==> config.mk <==
export PLATFORM = sky130hd
export DESIGN_NAME = isr_ctrl
export DESIGN_NICKNAME = d
export VERILOG_FILES = /design/src/rtl/isr_pkg.sv /design/src/rtl/prio_enc23.sv /design/src/rtl/isr_ctrl.sv
export SDC_FILE = /design/constraint.sdc
export NUM_CORES = 1
export LEC_CHECK = 0
export ABC_AREA = 0
export CAP_MARGIN = 25
export CELL_PAD_IN_SITES_DETAIL_PLACEMENT = 1
export CELL_PAD_IN_SITES_GLOBAL_PLACEMENT = 1
export CORE_ASPECT_RATIO = 0.9
export CORE_MARGIN = 2
export CORE_UTILIZATION = 27
export CTS_CLUSTER_DIAMETER = 200
export DETAILED_ROUTE_END_ITERATION = 10
export PLACE_DENSITY_LB_ADDON = 0.1
export SKIP_LAST_GASP = 1
export SLEW_MARGIN = 20
export SYNTH_ARGS = -nofsm -noshare
export SYNTH_HDL_FRONTEND = slang
export SYNTH_HIERARCHICAL = 1
export SYNTH_SLANG_ARGS = --single-unit
==> constraint.sdc <==
create_clock -name clk -period 2.4 [get_ports clk]
set_input_delay 0.24 -clock clk [delete_from_list [all_inputs] [get_ports clk]]
set_output_delay 0.24 -clock clk [all_outputs]
set_load 0.01 [all_outputs]
==> src/rtl/isr_pkg.sv <==
// Shared constants, FSM state type and cause names for the interrupt sequencer.
// Optional nesting support in isr_ctrl is enabled with `define ISR_CTRL_NEST_EN.
package isr_pkg;

  localparam int NCAUSE = 23;
  localparam int NINT   = 6;
  localparam int EW     = 5;
  localparam int NEST_MAX = 3;

  localparam logic [NCAUSE-1:0] RPT_MASK_DFLT = 23'h000006;

  // Named cause indices
  localparam int CA_ILL  = 0;
  localparam int CA_PFF  = 1;
  localparam int CA_PFLS = 2;
  localparam int CA_TRAP = 3;
  localparam int CA_OVF  = 5;
  localparam int CA_EXT0 = 6;

  typedef enum logic [1:0] {
    ST_RUN     = 2'd0,
    ST_JISR    = 2'd1,
    ST_HANDLER = 2'd2,
    ST_RETURN  = 2'd3
  } isr_state_e;

  // Observation bundle: FSM state, nest depth and the pending register.
  typedef struct packed {
    isr_state_e        state;
    logic [1:0]        depth;
    logic [NCAUSE-1:0] pend;
  } isr_dbg_t;

  // Internal causes are non-maskable, so their enable bits are forced on.
  function automatic logic [NCAUSE-1:0] cause_enable(input logic [NCAUSE-1:0] sr);
    return sr | {{(NCAUSE-NINT){1'b0}}, {NINT{1'b1}}};
  endfunction

endpackage

==> src/rtl/prio_enc23.sv <==
// Lowest-index-first priority encoder over the 23-bit cause vector.
module prio_enc23
  import isr_pkg::*;
(
  input  logic [NCAUSE-1:0] req,
  output logic [EW-1:0]     idx,
  output logic              vld
);

  // Scan from the top down so the last hit, the lowest index, wins.
  always_comb begin
    idx = '0;
    vld = 1'b0;
    for (int i = NCAUSE - 1; i >= 0; i--) begin
      if (req[i]) begin
        idx = EW'(i);
        vld = 1'b1;
      end
    end
  end

endmodule

==> src/rtl/isr_ctrl.sv <==
// Interrupt sequencer: pending/mask logic, jump-to-ISR pulse and handler tracking.
// Define ISR_CTRL_NEST_EN to allow higher-priority causes to nest up to 3 deep.
module isr_ctrl #(
  parameter int NCAUSE = isr_pkg::NCAUSE,
  parameter int NINT   = isr_pkg::NINT,
  parameter logic [NCAUSE-1:0] RPT_MASK = isr_pkg::RPT_MASK_DFLT
) (
  input  logic               clk,
  input  logic               rst,
  input  logic [NCAUSE-1:0]  ca,
  input  logic [NCAUSE-1:0]  sr,
  input  logic [NCAUSE-1:0]  ca_clr,
  input  logic               ca_clr_we,
  input  logic               stall,
  input  logic               eret,
  output logic               jisr,
  output logic [NCAUSE-1:0]  mca,
  output logic               rpt,
  output logic [4:0]         eca,
  output logic               in_isr,
  output isr_pkg::isr_dbg_t  dbg
);

  import isr_pkg::*;

  isr_state_e        state;
  logic [NCAUSE-1:0] pend;
  logic [NCAUSE-1:0] m;
  logic [NCAUSE-1:0] clr;
  logic [NCAUSE-1:0] svc;
  logic [EW-1:0]     low;
  logic              low_vld;
  logic              take;
  logic [1:0]        depth;

  assign m   = pend & cause_enable(sr);
  assign clr = ca_clr_we ? ca_clr : '0;

  prio_enc23 u_enc (
    .req (m),
    .idx (low),
    .vld (low_vld)
  );

  always_comb begin
    take = 1'b0;
    if (low_vld && !stall) begin
      if (state == ST_RUN) begin
        take = 1'b1;
      end
`ifdef ISR_CTRL_NEST_EN
      else if (state == ST_HANDLER && !eret && low < eca && depth != 2'd3) begin
        take = 1'b1;
      end
`endif
    end
  end

  // Internal pulse causes are consumed when serviced; external lines stay
  // pending until the handler clears them.
  always_comb begin
    svc = '0;
    if (take && int'(low) < NINT) begin
      svc[low] = 1'b1;
    end
  end

`ifdef ISR_CTRL_NEST_EN
  logic [EW-1:0] stack [NEST_MAX];

  always_ff @(posedge clk) begin
    if (rst) begin
      depth <= 2'd0;
      for (int i = 0; i < NEST_MAX; i++) begin
        stack[i] <= '0;
      end
    end else if (state == ST_HANDLER) begin
      if (eret) begin
        if (depth != 2'd0) begin
          depth <= depth - 2'd1;
        end
      end else if (take) begin
        stack[depth] <= eca;
        depth        <= depth + 2'd1;
      end
    end
  end
`else
  assign depth = 2'd0;
`endif

  always_ff @(posedge clk) begin
    if (rst) begin
      state  <= ST_RUN;
      pend   <= '0;
      jisr   <= 1'b0;
      mca    <= '0;
      rpt    <= 1'b0;
      eca    <= '0;
      in_isr <= 1'b0;
    end else begin
      // Set wins over clear for the same bit.
      pend <= (pend & ~clr & ~svc) | ca;
      jisr <= 1'b0;
      case (state)
        ST_RUN: begin
          if (take) begin
            state <= ST_JISR;
            jisr  <= 1'b1;
            mca   <= m;
            eca   <= low;
            rpt   <= RPT_MASK[low];
          end
        end
        ST_JISR: begin
          state  <= ST_HANDLER;
          in_isr <= 1'b1;
        end
        ST_HANDLER: begin
          if (eret) begin
            state <= ST_RETURN;
`ifdef ISR_CTRL_NEST_EN
            if (depth != 2'd0) begin
              eca <= stack[depth - 2'd1];
            end else begin
              in_isr <= 1'b0;
            end
`else
            in_isr <= 1'b0;
`endif
          end
`ifdef ISR_CTRL_NEST_EN
          else if (take) begin
            state <= ST_JISR;
            jisr  <= 1'b1;
            mca   <= m;
            eca   <= low;
            rpt   <= RPT_MASK[low];
          end
`endif
        end
        ST_RETURN: begin
          // in_isr still set here means an outer handler is being resumed.
          state <= in_isr ? ST_HANDLER : ST_RUN;
        end
        default: state <= ST_RUN;
      endcase
    end
  end

  assign dbg = '{state: state, depth: depth, pend: pend};

endmodule

Yosys cells after proc, flatten, opt, wreduce, memory -nomap -nowiden
Memory sizes are Yosys's and may differ from the RTL's. A register that Yosys moved wholly into a read port is not among the register bits.
Index checks and enable logic that the tools add are counted.
{ "classes": {"add_sub_neg": 0, "muxes": 59, "shift": 0, "div": 0, "multipliers": 0, "eq_ne": 5, "reduce_logical": 10, "n_bitwise": 7, "magnitude_cmp": 3} }
{ "ops": {"columns": ["op", "n"], "rows": [
  ["$mux 5", 23],
  ["$and 23x23->23", 3],
  ["$mux 23", 2],
  ["$not 23->23", 2],
  ["$mux 1", 28],
  ["$or 23x23->23", 1],
  ["$pmux 2 s4", 1],
  ["$lt 5x6->1 const B", 1],
  ["$mux 2", 3],
  ["$reduce_and 2->1", 3],
  ["$demux 1 s5", 1],
  ["$ge 5x1->1 const B", 1],
  ["$lt 5x3->1 const B", 1],
  ["$eq 2x2->1 const B", 2],
  ["$ne 2x2->1 const B", 2],
  ["$logic_and 1x1->1", 3],
  ["$eq 2x1->1 const B", 1],
  ["$logic_not 2->1", 1],
  ["$pmux 1 s2", 1],
  ["$reduce_bool 2->1", 1],
  ["$reduce_or 2->1", 1],
  ["$logic_not 1->1", 1],
  ["$not 1->1", 1]
]} }
{ "totals": {"ramBits": 0, "n_memories": 1, "latch_bits": 0, "rom_bits": 32, "inputBits": 74, "reg_bits": 55} }
{ "memory_table": {"columns": ["name", "depth", "width", "read_ports", "rd_ports_with_merged_regs", "wr", "line_no", "text"], "rows": [
  ["(name not given)", 32, 1, 1, 1, 0, "isr_ctrl.sv:112", "rpt <= RPT_MASK[low];"]
]} }

Longest topological paths before layout
Gate-level depths: netlist of the first run.
{ "logic_depth": {"depth_word": 32, "mapped_depth": 10} }

Hierarchy
The synthesis of the first run kept the hierarchy.
{ "modules_own_cells": {"columns": ["module", "area_each_um2", "cells_each", "seq_area_each_um2", "n_inst"], "rows": [
  ["isr_ctrl", 2254.7, 283, 1121.1, 1],
  ["prio_enc23", 267.8, 45, 0.0, 1]
]} }

Worst setup path before layout of the first run
No wires, ideal clock.
{ "synth_timing": {"kind": "register -> register", "start": "register pend[17]", "end": "register rpt", "path_stages_with_launch": 10, "arrival_time_ns": 2.066, "setup_slack_ns": 0.202, "setup_ns": 0.132, "synth_period_minus_slack_ns": 2.198, "required_time_ns": 2.268, "n_path_buf": 0, "path_cell_list": "dfxtp_1 > and2_1 > nor2_1 > a2111oi_2 > o311ai_1 > a221oi_1 > inv_1 > ha_1 > nand4b_1 > a21oi_1"} }
{ "synth_rtl": {"columns": ["element", "line_no", "text"], "rows": [
  ["start, declared", "isr_ctrl.sv:27", "logic [NCAUSE-1:0] pend;"],
  ["start signal, assigned", "isr_ctrl.sv:103", "pend <= (pend & ~clr & ~svc) | ca;"],
  ["$and 23x23->23", "isr_ctrl.sv:36", "assign m = pend & cause_enable(sr);"],
  ["via m[17]", "isr_ctrl.sv:28", "logic [NCAUSE-1:0] m;"],
  ["$mux 5 (18 in series)", "prio_enc23.sv:15", "if (req[i]) begin"],
  ["via low[0]", "isr_ctrl.sv:31", "logic [EW-1:0] low;"],
  ["end, declared", "isr_ctrl.sv:18", "output logic rpt,"]
]} }
The timed path passes the listed nets, and every way through them passes these cells.
A chain may end at the register's enable or synchronous reset.

Final worst setup path of the first run
{ "layout_timing": {"start": "input port sr[16]", "end": "register mca[6]"} }
{ "layout_between": {"elab_chain_len": 21} }
{ "layout_lines": {"columns": ["element", "line_no", "text"], "rows": [
  ["start, declared", "isr_ctrl.sv:11", "input logic [NCAUSE-1:0] sr,"],
  ["$and 23x23->23", "isr_ctrl.sv:36", null],
  ["via m[16]", "isr_ctrl.sv:28", null],
  ["$mux 1 (17 in series)", "prio_enc23.sv:15", null],
  ["via low_vld", "isr_ctrl.sv:32", "logic low_vld;"],
  ["$logic_and 1x1->1", "isr_ctrl.sv:47", "if (low_vld && !stall) begin"],
  ["$mux 1", "isr_ctrl.sv:47", null],
  ["$reduce_and 2->1 (no source line)", null, null],
  ["end signal, assigned", "isr_ctrl.sv:110", "mca <= m;"],
  ["end, declared", "isr_ctrl.sv:17", "output logic [NCAUSE-1:0] mca,"]
]} }
The timed path passes the listed nets, and every way through them passes these cells.

==> flow_metrics.py, run 1 <==
metrics = {
    "logic_synthesis": {
        "synth_top_cell_by_area": "dfxtp_1",
        "netlist_area_mm2": 0.00252,
        "ys_seq_area_share_pct": 44.4,
        "synth.distinct_cells": 37,
        "ys.flop_type": "dfxtp_1",
        "synth.area.top_cells": "dfxtp_1 44%, nand2_1 13%, a21oi_1 11%, and2_1 4.2%, nor2_1 3.7%",
        "synth_edf_count": 0,
        "synth.avg_cell_area_um2": 7.69,
        "ys_async_sr_fraction_pct": 0,
        "synth_top_area_share_pct": 44.4,
        "ys_seq_elements": 56,
        "yosys_warnings": 6,
        "syn_inst": 328,
    },
    "flow_run": {
        "maxCapViolCount": 0,
    },
    "setup_path": {
        "critPathMaxFanout": 15,
        "r2r-end": "mca[6]",
        "crit_arrival_ns": 2.50,
        "r2r-start": "pend[16]",
        "critPathRequiredTime_ns": 2.63,
        "r2r_slack_ns": 0.18,
        "end_kind": "flop",
        "r2r_cells": 8,
        "critPathLaunchType": "primary input",
        "path_class": "primary input to flop",
    },
    "floorplan": {
        "ioPinCount": 132,
        "die_h_um": 95.7,
        "dieArea_mm2": 0.0101,
        "coreArea_mm2": 0.00908,
        "start_util_pct": 27.8,
        "die_x_um": 106,
        "placementRows": 33,
    },
    "routing": {
        "dr.pass1.iters": 4,
        "detail-route-antenna-nets": 0,
        "drc": 0,
        "via_per_inst": 4.61,
        "initialDrtViolationCount": 74,
        "dr_total_vias": 2740,
        "routed_wl_um": 8730,
        "wl_per_cell_um": 14.7,
    },
    "hold_path": {
        "hold_path.class": "primary input to flop",
        "min_delay_path_depth": 2,
        "hold_end": "pend[16]",
        "min-delay-start": "rst",
    },
    "timing": {
        "hold_slack_ns": 0.383,
        "finalCriticalPeriod_ns": 2.26,
        "period_share_pct": 94.3,
        "fmax_mhz": 442,
        "fin_setup_tns_ns": 0,
        "hold_viol_final": 0,
        "worst_slew_pin_slew_ns": 0.506,
        "final.setup_skew_ns": 0.00613,
        "rsz0062_at_grt": "true",
        "setup_violations": 0,
        "slew_headroom_pct": 66.3,
        "fin_ws_ns": 0.137,
        "final_max_slew_viol_count": 0,
    },
    "layout": {
        "area_growth_pct": 65.5,
        "diodes": 0,
        "final_core_util_pct": 46.0,
        "fill_cells": 1104,
        "nets": 549,
        "drive_gt1_share_pct": 11.4,
        "fin_area_mm2": 0.00417,
        "final_common_cell": "clkdlybuf4s50_1",
        "instances_no_fill": 594,
        "final_cell_mix": "122 x clkdlybuf4s50_1, 85 x nand2_1, 56 x dfxtp_1",
    },
    "power": {
        "p_leak_nw": 1.62,
        "clkPwrFrac_pct": 24.5,
        "p_sw_share_pct": 29.5,
        "vdd_drop_max_mv": 0.277,
        "p_seq_share_pct": 47.6,
        "combPwrFrac_pct": 27.9,
        "pwr_density_cell_mw_per_mm2": 519,
        "intPower_mw": 1.53,
        "p_sw_mw": 0.638,
        "report.power.total_mw": 2.17,
    },
    "global_routing": {
        "grt_max_degree": 30,
        "grt-ovfl-total": 0,
        "antenna_found_initial": 0,
        "grt_pass1_wl_um": 13900,
        "grt_usage_pct": 17.2,
        "grt_pass1_vias": 2830,
    },
    "clocking": {
        "root_buffer": "clkbuf_8",
        "path_clk_slew_ns": 0.11,
        "htree_levels": 2,
        "clk_latency_ns": 0.30,
        "clockBufferDepth": 2,
        "numCtsBuffers": 5,
        "hold_buffers": 0,
        "clkSinkCount": 56,
        "cts_tree": "built",
    },
    "placed_design": {
        "placed_cells": 586,
        "portBuffers": 123,
        "placed_area_mm2": 0.00405,
        "place.gp.congestion": 0.822,
        "place_hpwl_um": 6950,
        "place_ws_ns": -0.237,
    },
    "outcome": {
        "outcome": "finished clean",
    },
}
## critical path, stage by stage
cell,delay (ns)
clkdlybuf4s50_1,0.41
and2_1,0.20
or4_4,0.55
and2b_2,0.24
nand2_1,0.09
or4b_1,0.28
buf_4,0.26
nand2_1,0.08
a21oi_1,0.14
## sequential cells by signal, summed over array words and instances, names as in the netlist
signal,cells
mca,23
pend,23
rpt,1
in_isr,1
state,2
eca,5
jisr,1
## power by group through the flow
stage | clock, mW | combinational (mW) | sequential, mW
3_3_place_gp | 0 | 0.594 | 1.05
3_5_place_dp | 0 | 0.603 | 1.05
5_1_grt | 0.604 | 0.663 | 1.04
4_1_cts | 0.557 | 0.606 | 1.03
2_1_floorplan | 0 | 0.235 | 1.07
6_report | 0.531 | 0.604 | 1.03
## logic make-up after synthesis
family          after synthesis  synth area share, %
compound gates               76                 17.8
fa+ha+maj                     4                 1.98
buf+inv                      37                 6.94
flops                        56                 44.4
other cells                   1                0.149
simple gates                154                 28.7
## layout make-up
| cell class | instances | area (um^2) | share of cell area, % |
|---|---|---|---|
| Clock inverter | 3 | 23.8 | 0.570 |
| Multi-Input combinational cell | 236 | 1270 | 30.3 |
| Clock buffer | 5 | 68.8 | 1.65 |
| Inverter | 14 | 52.6 | 1.26 |
| Tap cell | 122 | 153 | 3.66 |
| Timing Repair Buffer | 158 | 1490 | 35.7 |
| Sequential cell | 56 | 1120 | 26.9 |
## what timing repair did
item | in CTS | in global routing
endpoints found under the hold margin | 0 | 0
setup buffers | 0 | 0
endpoints found under the setup margin | 0 | 19
resized for setup | 0 | 5
## synth_stat cells (2+ instances only)
| cell | instances |
|---|---|
| nor2_1 | 25 |
| nor2b_1 | 2 |
| buf_4 | 8 |
| clkbuf_1 | 10 |
| and2_1 | 17 |
| nand2_1 | 85 |
| dfxtp_1 | 56 |
| a311oi_1 | 8 |
| o21ai_0 | 2 |
| inv_1 | 14 |
| a21oi_1 | 55 |
| nor3_1 | 7 |
| buf_2 | 5 |
| ha_1 | 4 |
| nand2b_1 | 2 |
| nor3b_1 | 2 |
| nor4_1 | 6 |
## worst max-delay path by stage
stage / to / slack (ns) / startpoint
after floorplan: rpt / 0.20 / pend[17]
after global placement: rpt / -0.21 / sr[17]
after detailed placement: rpt / -0.24 / sr[17]
after CTS: rpt / 0.06 / pend[17]
after global routing: mca[13] / -0.01 / sr[6]
final: mca[6] / 0.14 / sr[16]
## layer usage
layer	GRT usage (%)	vias up	wire, um	part of all wire [%]
li1	-	1373	-	-
met1	21.5	1290	4090	47
met2	30.1	73	3980	46
met3	5.28	4	615	7.0
met4	2.74	0	41	0.47
met5	0	-	0	0
Note: power is estimated with default switching activity, not from simulation.
==> run 2, diff against run 1 <==
--- a/config.mk
+++ b/config.mk
@@ -5,7 +5,6 @@
 export SDC_FILE = /design/constraint.sdc
 export NUM_CORES = 1
 export LEC_CHECK = 0
-export ABC_AREA = 0
 export CAP_MARGIN = 25
 export CELL_PAD_IN_SITES_DETAIL_PLACEMENT = 1
 export CELL_PAD_IN_SITES_GLOBAL_PLACEMENT = 1
@@ -14,6 +13,7 @@
 export CORE_UTILIZATION = 27
 export CTS_CLUSTER_DIAMETER = 200
 export DETAILED_ROUTE_END_ITERATION = 10
+export GPL_TIMING_DRIVEN = 0
 export PLACE_DENSITY_LB_ADDON = 0.1
 export SKIP_LAST_GASP = 1
 export SLEW_MARGIN = 20
==> run 2 against run 1 <==
Worst setup slack got worse by 0.044 ns. Non-clock buffer count fell by 11. First-iteration DRC count fell by 18%. Clock skew rose by 0.010 ns. Sequential cell count did not move. Cell count fell by 1.9%. Cell area fell by 0.72%. Combinational power fell by 1%. Routed wire length rose by 2.8%. Clock power rose by 20%. Largest cell class unchanged.
==> flow_metrics.py, run 2 (synthesis results as in run 1) <==
metrics = {
    "setup_path": {
        "path_buf_inv": 3,
        "crit_arrival_ns": 2.50,
        "critPathMaxStageDelay_ns": 0.54,
        "crit_path_end": "mca[0]",
        "r2r-end": "mca[0]",
        "end_kind": "flop",
        "crit_family": "simple AND/OR/NAND/NOR gates",
        "r2r_cells": 9,
        "critPathMaxFanout": 10,
        "critPathRequiredTime_ns": 2.60,
        "startpoint": "sr[16]",
        "path_depth": 10,
        "r2r-start": "pend[16]",
        "slowest_stage": "or4_4",
        "r2r_slack_ns": 0.10,
        "path_cells": "clkdlybuf4s50_1, and2_2, or4_4, and2b_2, nand2_1, nor4b_4, clkbuf_4, clkbuf_4, nand2_1, a21oi_1",
        "path_class": "primary input to flop",
        "critPathLaunchType": "primary input",
    },
    "routing": {
        "wl_per_cell_um": 15.4,
        "routed_wl_um": 8970,
        "via_per_inst": 4.63,
        "dr_total_vias": 2700,
        "detail-route-antenna-nets": 0,
        "drc": 0,
        "dr.pass1.iters": 4,
        "initialDrtViolationCount": 61,
    },
    "floorplan": {
        "start_util_pct": 27.8,
        "die_x_um": 106,
        "placementRows": 33,
        "dieArea_mm2": 0.0101,
        "die_h_um": 95.7,
        "ioPinCount": 132,
        "coreArea_mm2": 0.00908,
    },
    "clocking": {
        "cts_tree": "built",
        "clockBufferDepth": 2,
        "root_buffer": "clkbuf_8",
        "path_clk_slew_ns": 0.11,
        "clkSinkCount": 56,
        "clk_latency_ns": 0.32,
        "hold_buffers": 0,
        "htree_levels": 2,
        "numCtsBuffers": 5,
    },
    "placed_design": {
        "placed_area_mm2": 0.00390,
        "portBuffers": 122,
        "place.gp.congestion": 0.740,
        "place_hpwl_um": 7010,
    },
    "global_routing": {
        "grt_usage_pct": 17.7,
        "grt_pass1_vias": 2782,
        "grt_max_degree": 18,
        "antenna_found_initial": 0,
        "grt_pass1_wl_um": 14200,
        "grt-ovfl-total": 0,
    },
    "timing": {
        "rsz0062_at_grt": "true",
        "fmax_mhz": 434,
        "final.setup_skew_ns": 0.0162,
        "worst_slew_pin_slew_ns": 0.616,
        "setup_violations": 0,
        "hold_viol_final": 0,
        "finalCriticalPeriod_ns": 2.31,
        "final_max_slew_viol_count": 0,
        "period_share_pct": 96.1,
        "slew_headroom_pct": 58.9,
    },
    "power": {
        "p_leak_nw": 1.56,
        "pwr_density_cell_mw_per_mm2": 549,
        "vdd_drop_max_mv": 0.236,
    },
    "layout": {
        "diodes": 0,
        "reg_top3": "mca (23), pend (23), eca (5)",
        "nets": 538,
        "final_common_cell": "clkdlybuf4s50_1",
        "fin_area_mm2": 0.00414,
        "fill_cells": 1114,
        "area_growth_pct": 64.3,
        "final_core_util_pct": 45.6,
        "final_cell_mix": "122 x clkdlybuf4s50_1, 85 x nand2_1, 56 x dfxtp_1",
        "drive_gt1_share_pct": 9.76,
    },
    "hold_path": {
        "hold_path.class": "primary input to flop",
        "min-delay-start": "rst",
    },
    "outcome": {
        "outcome": "finished clean",
    },
    "flow_run": {
        "maxCapViolCount": 0,
    },
}
==> run 2: worst min path at each step <==
| stage | to | slack [ns] | depth (start not counted) |
|---|---|---|---|
| 5_1_grt | mca[5] | 0.36 | 2 |
| 6_report | mca[5] | 0.32 | 2 |
| 3_3_place_gp | rpt | 0.44 | 2 |
| 4_1_cts | mca[6] | 0.32 | 2 |
| 3_5_place_dp | mca[2] | 0.45 | 2 |
| 2_1_floorplan | pend[10] | 0.36 | 2 |
==> run 2: layout make-up <==
type / instances / area [um^2] / area share, %
plain buffers: 22 / 131 / 3.17
flip-flops and latches: 56 / 1120 / 27.1
clock inverters: 3 / 42.5 / 1.03
clock buffers: 5 / 68.8 / 1.66
inverters: 14 / 52.6 / 1.27
well taps: 122 / 153 / 3.68
multi-input cells: 236 / 1330 / 32.1
repair buffers: 125 / 1240 / 30.0
==> run 2: metal layers <==
metal  global-route usage, %  routed length [um]  vias to the layer above
met3                    5.28                 620                        7
met5                       0                   0                        -
met1                    22.2                4160                     1260
met4                    4.06                  71                        0
li1                        -                   -                     1355
met2                    30.4                4130                       78
==> run 2: repair_timing <==
| action | 4_1_cts | 5_1_grt |
|---|---|---|
| gates resized for setup | 6 | 19 |
| pin swaps | 1 | 6 |
| endpoints found under the setup margin | 24 | 38 |
| setup buffers | 1 | 2 |
==> run 2: stage by stage <==
stage                     power [mW]  setup WS [ns]  std cells   TNS, ns  hold slack (ns)
final                           2.27         0.0935        583         0            0.321
after global routing            2.39        -0.0189        583   -0.0456            0.357
after CTS                       2.26       -0.00151        582  -0.00151            0.322
after floorplan                 1.30          0.202        329         0            0.357
after detailed placement        1.61         -0.633        573    -14.08            0.447
after global placement          1.60         -0.558        573    -13.07            0.441
==> run 2: power breakdown <==
| part | switching, mW | internal (mW) | leakage, nW |
|---|---|---|---|
| Combinational | 0.272 | 0.326 | 1.04 |
| Clock | 0.327 | 0.310 | 0.0541 |
| Sequential | 0.0538 | 0.986 | 0.461 |
| Total | 0.653 | 1.62 | 1.56 |
